==> config.mk <==
export PLATFORM = sky130hd
export DESIGN_NAME = out_port_ctrl
export DESIGN_NICKNAME = d
export VERILOG_FILES = /design/src/rtl/out_port_ctrl.sv
export SDC_FILE = /design/constraint.sdc
export NUM_CORES = 1
export LEC_CHECK = 0
export ABC_AREA = 1
export BUFFER_PORTS_ARGS = -buffer_cell sky130_fd_sc_hd__buf_2
export CAP_MARGIN = 20
export CELL_PAD_IN_SITES_DETAIL_PLACEMENT = 1
export CELL_PAD_IN_SITES_GLOBAL_PLACEMENT = 1
export CORE_ASPECT_RATIO = 1.2
export CORE_UTILIZATION = 45
export DETAILED_ROUTE_END_ITERATION = 7
export PLACE_DENSITY = 0.84
export RECOVER_POWER = 100
export SKIP_LAST_GASP = 1
export SLEW_MARGIN = 0
export SYNTH_ARGS = -nofsm -noshare
export SYNTH_HDL_FRONTEND = slang
export SYNTH_SLANG_ARGS = --single-unit
==> constraint.sdc <==
create_clock -name clk -period 3.1 [get_ports clk]
set_clock_uncertainty 0.2 [all_clocks]
set_input_delay 0 -clock clk [delete_from_list [all_inputs] [get_ports clk]]
set_output_delay 0 -clock clk [all_outputs]
set_load 0.02 [all_outputs]
==> src/rtl/out_port_ctrl.sv <==
// Output-port sequencer: buffers CPU store values in a small FIFO and
// issues them to the output register no closer than HOLD_CYCLES apart.
module out_port_ctrl #(
    parameter int DATA_WIDTH  = 32,
    parameter int DEPTH       = 4,
    parameter int HOLD_CYCLES = 8
) (
    input  logic                       clk,
    input  logic                       reset,
    input  logic                       wr_valid,
    input  logic [DATA_WIDTH-1:0]      wr_data,
    output logic                       wr_ready,
    input  logic                       flush,
    output logic                       out_load,
    output logic [DATA_WIDTH-1:0]      out_data,
    output logic [$clog2(DEPTH):0]     pending,
    output logic                       busy
);

    localparam int PTR_W  = $clog2(DEPTH);
    localparam int CNT_W  = $clog2(DEPTH) + 1;
    localparam int HOLD_W = (HOLD_CYCLES > 1) ? $clog2(HOLD_CYCLES) : 1;

    localparam logic [CNT_W-1:0]  FULL_CNT  = CNT_W'(DEPTH);
    localparam logic [HOLD_W-1:0] HOLD_LOAD = HOLD_W'(HOLD_CYCLES - 1);

    localparam logic [1:0] ST_IDLE  = 2'd0;
    localparam logic [1:0] ST_ISSUE = 2'd1;
    localparam logic [1:0] ST_HOLD  = 2'd2;

    logic [DATA_WIDTH-1:0] mem [DEPTH];
    logic [PTR_W-1:0]      wr_ptr;
    logic [PTR_W-1:0]      rd_ptr;
    logic [CNT_W-1:0]      count;
    logic [HOLD_W-1:0]     hold_cnt;
    logic [1:0]            state;
    logic                  push;
    logic                  pop;

    // Ready looks only at the current fill level; a same-edge pop never frees a slot.
    always_comb wr_ready = !reset && !flush && (count < FULL_CNT);
    always_comb push     = wr_valid && wr_ready;

    always_comb begin
        if (hold_cnt != '0) begin
            state = ST_HOLD;
        end else if (count != '0) begin
            state = ST_ISSUE;
        end else begin
            state = ST_IDLE;
        end
    end

    always_comb pop     = (state == ST_ISSUE);
    always_comb pending = count;
    always_comb busy    = (count != '0) || (hold_cnt != '0);

    // Storage holds data only, so it carries no reset.
    always_ff @(posedge clk) begin
        if (push) begin
            mem[wr_ptr] <= wr_data;
        end
    end

    always_ff @(posedge clk) begin
        if (reset) begin
            wr_ptr   <= '0;
            rd_ptr   <= '0;
            count    <= '0;
            hold_cnt <= '0;
            out_load <= 1'b0;
            out_data <= '0;
        end else if (flush) begin
            wr_ptr   <= '0;
            rd_ptr   <= '0;
            count    <= '0;
            hold_cnt <= '0;
            out_load <= 1'b0;
        end else begin
            if (push) begin
                wr_ptr <= wr_ptr + PTR_W'(1);
            end

            case (state)
                ST_ISSUE: begin
                    out_load <= 1'b1;
                    out_data <= mem[rd_ptr];
                    rd_ptr   <= rd_ptr + PTR_W'(1);
                    hold_cnt <= HOLD_LOAD;
                end
                ST_HOLD: begin
                    out_load <= 1'b0;
                    hold_cnt <= hold_cnt - HOLD_W'(1);
                end
                ST_IDLE: begin
                    out_load <= 1'b0;
                end
                default: begin
                    out_load <= 1'b0;
                end
            endcase

            case ({push, pop})
                2'b10:   count <= count + CNT_W'(1);
                2'b01:   count <= count - CNT_W'(1);
                default: count <= count;
            endcase
        end
    end

endmodule

# After elaboration in Yosys (flattened, before gate mapping)
# Memory sizes are Yosys's and may differ from the RTL's. A register that Yosys moved wholly into a read port is not among the register bits.
# Cells that the tools add are included.
[totals]
regBits = 11
mem_bits_rw = 128
inputBits = 36
word_cells = 36
mem_count = 1
[memory_table]
columns = ["memory", "depth", "word_bits", "rd", "rd_ports_with_merged_regs", "wr", "line_no", "rtl"]
rows = [
  ["mem", 4, 32, 1, 1, 1, "31", "logic [DATA_WIDTH-1:0] mem [DEPTH];"],
]
[op_classes]
add_sub_neg = 5
order_cmp = 1
eq_ne = 4
n_mux = 7
bitwise_logic = 1
reduce_logical = 12
[op_table]
columns = ["operator", "count"]
rows = [
  ["$pmux 3 s2", 2],
  ["$reduce_bool 3->1", 2],
  ["$sub 3x1->3 const B", 2],
  ["$add 2x1->2 const B", 2],
  ["$eq 2x1->1 const B", 2],
  ["$eq 2x2->1 const B", 2],
  ["$mux 1", 4],
  ["$reduce_bool 2->1", 2],
  ["$add 3x1->3 const B", 1],
  ["$logic_and 1x1->1", 3],
  ["$lt 3x3->1 const B", 1],
  ["$logic_not 1->1", 2],
  ["$mux 2", 1],
  ["$reduce_and 2->1", 1],
  ["$reduce_or 2->1", 1],
  ["$logic_or 1x1->1", 1],
  ["$not 1->1", 1],
]

# Logic depth before layout (Yosys ltp)
[depth]
word_depth = 6
depth_mapped = 14

# Worst setup path after synthesis
# OpenSTA, ideal clock, no wires.
[synth_timing]
kind = "flip-flop to flip-flop"
start = "register count[2] (netlist: pending[2])"
end = "memory mem[0][0] (enable)"
setup_ns = 0.421
arrival_ns = 2.017
setup_slack_ns = 0.462
stages_incl_launch_ff = 4
n_path_buf = 0
period_less_slack_ns = 2.638
cell_sequence = "dfxtp_1 inv_2 nand3_2 nor2_1"
[synth_via]
elab_chain_len = 5
[synth_lines]
columns = ["element", "line_no", "rtl"]
rows = [
  ["from (decl)", "34", "logic [CNT_W-1:0] count;"],
  ["from (signal assigned)", "104", "2'b10: count <= count + CNT_W'(1);"],
  ["from (signal assigned)", "105", "2'b01: count <= count - CNT_W'(1);"],
  ["from (signal assigned)", "106", "default: count <= count;"],
  ["$lt 3x3->1", "41", "always_comb wr_ready = !reset && !flush && (count < FULL_CNT);"],
  ["$logic_and 1x1->1", "41", ""],
  ["$logic_and 1x1->1", "42", "always_comb push = wr_valid && wr_ready;"],
  ["$mux 1", "60", "if (push) begin"],
  ["$mux 1 (implied by the code)", "61", "mem[wr_ptr] <= wr_data;"],
  ["to (decl)", "31", ""],
]
# Every way passes these cells.

# Worst setup path after layout
[layout_timing]
start = "input reset"
end = "register wr_ptr[1]"
[layout_via]
elab_chain_len = 4
[layout_lines]
columns = ["element", "line_no", "rtl"]
rows = [
  ["from (decl)", "9", "input logic reset,"],
  ["$logic_not 1->1", "41", ""],
  ["$logic_and 1x1->1 (2 in series)", "41", ""],
  ["$logic_and 1x1->1", "42", ""],
  ["to (signal assigned)", "81", "wr_ptr <= wr_ptr + PTR_W'(1);"],
  ["to (decl)", "32", "logic [PTR_W-1:0] wr_ptr;"],
]
# Several ways; a longest one is shown, not always the timed one.
# A chain may end at the register's enable or synchronous reset.

==> metrics.md <==
| Metric | Value |
|---|---|
| Status | finished, final reports clean |
| Post-synth design cell area | 7360 um2 |
| Die Span X | 119 um |
| Clock group share of total power | 0.399 |
| Hold crit path type | primary input to flip-flop |
| Ys Warns | 0 |
| WP data required | 3.27 ns |
| Reg2reg start | pending[2]$_SDFFE_PP0P_ |
| Final cell count without fillers | 1127 |
| Hold depth | 2 |
| Minimum hold slack | 0.173 ns |
| CTS Buffer Depth | 2 |
| DIE AREA | 16900 um2 |
| H-tree depth | 4 |
| Lkg Pwr | 0.00395 uW |
| NetSw | 1270 uW |
| Syn Inst Count | 797 |
| Initial Util | 0.467 |
| RSZ-0062 raised after global routing | no |
| Clock sink total | 171 |
| Commonest non-fill, non-tap cell in the layout | nand2_1 |
| Gr ovfl total | 0 |
| R2r setup slk | 0.49 ns |
| Final Critical Period | 2.90 ns |
| Tot Pwr | 5040 uW |
| P_int | 3770 uW |
| Pre-antenna DRT Iters | 4 |
| Post-Syn Nets | 841 |
| Worst Hold Path EP | mem[2][0]$_DFFE_PP_ |
| Switch share | 0.251 |
| Post-DP HPWL | 9820 um |
| Max cap viols | 0 |
| Nets@finish | 949 |
| Die Ht | 142 um |
| Tightest Pin Transition | 1.48 ns |
| Antenna violations before repair | 1 |
| Critical Path AT | 3.07 ns |
| Worst setup EP type | flip-flop |
| Layout cell share with drive strength beyond 1 | 0.0566 |
| Mean area per synthesized cell | 9.24 um2 |
| CTS tree | yes |
| Final Max Tran Viols | 0 |
| Num rows | 50 |
| Largest net degree at the start of global routing | 67 |
| Final-report setup violation count | 0 |
| Hold Fails Final Rpt | 0 |
| Clock-pin slew on the worst setup and hold paths | 0.06 ns |
| Routed vias | 5452 |
| Worst-skew pair later-pin latency | 0.43 ns |
| Root Driver | clkbuf_16 |
| Worst reg-to-reg path cell count | 4 |
| Vias in the first global route | 5926 |
| Most frequent cells in the layout | nand2_1, inv_1, edfxtp_1, clkbuf_1, nor2_1 |
| Crit share post-route | 0.934 |
| Critical R2R Capture | mem[3][2]$_DFFE_PP_ |
| Worst vdd ir | 0.339 mV |
| Core region area | 15800 um2 |
| Buffers on Ports | 73 |
| ANT nets after route | 0 |
| Cell variety after synth | 22 |
| Placed Cells incl. Taps | 1056 |
| CP max FO | 7 |
| Drt wl/cell | 16.3 um |
| Synthesis-to-layout area growth | 18.5% |
| Routability Congestion | 0.763 |
| First-pass GRT wire length | 29000 um |
| HP Start | wr_data[0] |
| Reg power frac | 0.506 |
| Post-DR vias/cell | 4.84 |
| DR iter-0 viols | 255 |
| Sum Neg Setup Slack | 0 ns |
| Fin util | 0.553 |
| Boundary Pins | 74 |
| CTS Buf Count | 17 |
| Relative slew margins | 0.0139 |
| Yosys reg bits | 171 |
| Gate power share | 0.095 |
| Post-synthesis sequential area ratio | 0.639 |
| Critical Path Source Type | primary input |
| DRC Markers | 0 |
| Post-CTS setup buffer count | 0 |
| F_max | 345 MHz |
| PD cells | 578 nW/um2 |
| Crit Path Category | primary input to flip-flop |
| Global-route usage over all layers | 0.230 |
| WL final | 18300 um |
-- worst max-delay path by stage --
stage | from | to | cells past startpoint
2_1_floorplan | pending[2]$_SDFFE_PP0P_ | mem[0][0]$_DFFE_PP_ | 3
3_3_place_gp | hold_cnt[0]$_SDFFE_PP0P_ | pending[2]$_SDFFE_PP0P_ | 14
3_5_place_dp | hold_cnt[0]$_SDFFE_PP0P_ | pending[2]$_SDFFE_PP0P_ | 14
4_1_cts | reset | wr_ptr[1]$_SDFFE_PP0P_ | 10
5_1_grt | reset | wr_ptr[1]$_SDFFE_PP0P_ | 10
6_report | reset | wr_ptr[1]$_SDFFE_PP0P_ | 10
-- metal layers --
metal  wire [um]  global-route usage  vias up
met3         577              0.0441       28
met2       10300               0.446      119
li1            -                   -     2635
met1        7070               0.236     2670
met4         372               0.106        0
met5           0                   0        -
-- flip-flops by register name (all words and copies together) (netlist names) --
| name | count |
|---|---|
| mem | 128 |
| out_data | 32 |
| hold_cnt | 3 |
| pending | 3 |
| rd_ptr | 2 |
| wr_ptr | 2 |
| out_load | 1 |
-- power by group through the flow --
| stage | logic [uW] | registers, uW | clock network, uW |
|---|---|---|---|
| final | 481 | 2550 | 2010 |
| after global routing | 537 | 2560 | 2110 |
| after CTS | 495 | 2550 | 2040 |
| after detailed placement | 449 | 2600 | 0 |
| after floorplan | 262 | 2640 | 0 |
| after global placement | 427 | 2590 | 0 |
-- per-stage QoR --
| stage | cell area [um2] | setup WS [ns] |
|---|---|---|
| 2_1_floorplan | 7360 | 0.462 |
| 3_3_place_gp | 7870 | 0.965 |
| 3_5_place_dp | 7890 | 0.845 |
| 4_1_cts | 8820 | 0.238 |
| 5_1_grt | 8720 | 0.0861 |
| 6_report | 8720 | 0.205 |
-- logic make-up (layout without fill, tap and decap cells) --
group           Yosys count  in the layout  share of synthesized area
compound gates           10             10                    0.00680
fa+ha+maj                 8              8                     0.0146
buf+inv                 216            337                      0.122
flops                   171            171                      0.639
other cells               0              1                          0
simple gates            392            392                      0.217
-- cells in the mapped netlist --
master,instances,area [um2]
buf_4,6,45.0
nand3_1,69,345
nor2_4,2,22.5
nand3_4,1,17.5
nand2_1,240,901
fa_1,1,20.0
nand2_2,1,6.26
dfxtp_1,43,861
nand3_2,1,10.0
nand4_1,1,6.26
edfxtp_1,128,3840
o21ai_0,2,10.0
buf_6,7,78.8
buf_2,10,50.1
nor3_1,2,10.0
nor2_1,75,282
inv_2,4,15.0
inv_1,182,683
a21oi_1,6,30.0
clkbuf_1,7,26.3
o21ai_1,2,10.0
ha_1,7,87.6
-- worst max-delay path: stages --
cell and delay, ns:
dlygate4sd3_1 0.53, clkbuf_1 0.13, nor2_4 0.14, dlygate4sd3_1 0.75, inv_2 0.11, nor2_1 0.15
nand3_1 0.08, dlygate4sd3_1 0.57, nand2_1 0.06, dlygate4sd3_1 0.54
-- cell type report --
cell class              count  area [um2]
diodes                      1        2.50
well taps                 208         260
fillers                  1867        7050
clock inverters            14         124
repair buffers            119         717
inverters                 186         698
flip-flops and latches    171        4710
clock buffers              18         429
multi-input cells         410        1780
-- what timing repair did --
item,in CTS,in global routing
gates resized for setup,0,0
hold endpoints to repair,170,0
hold buffers,38,0
(Power assumes the default switching activity.)
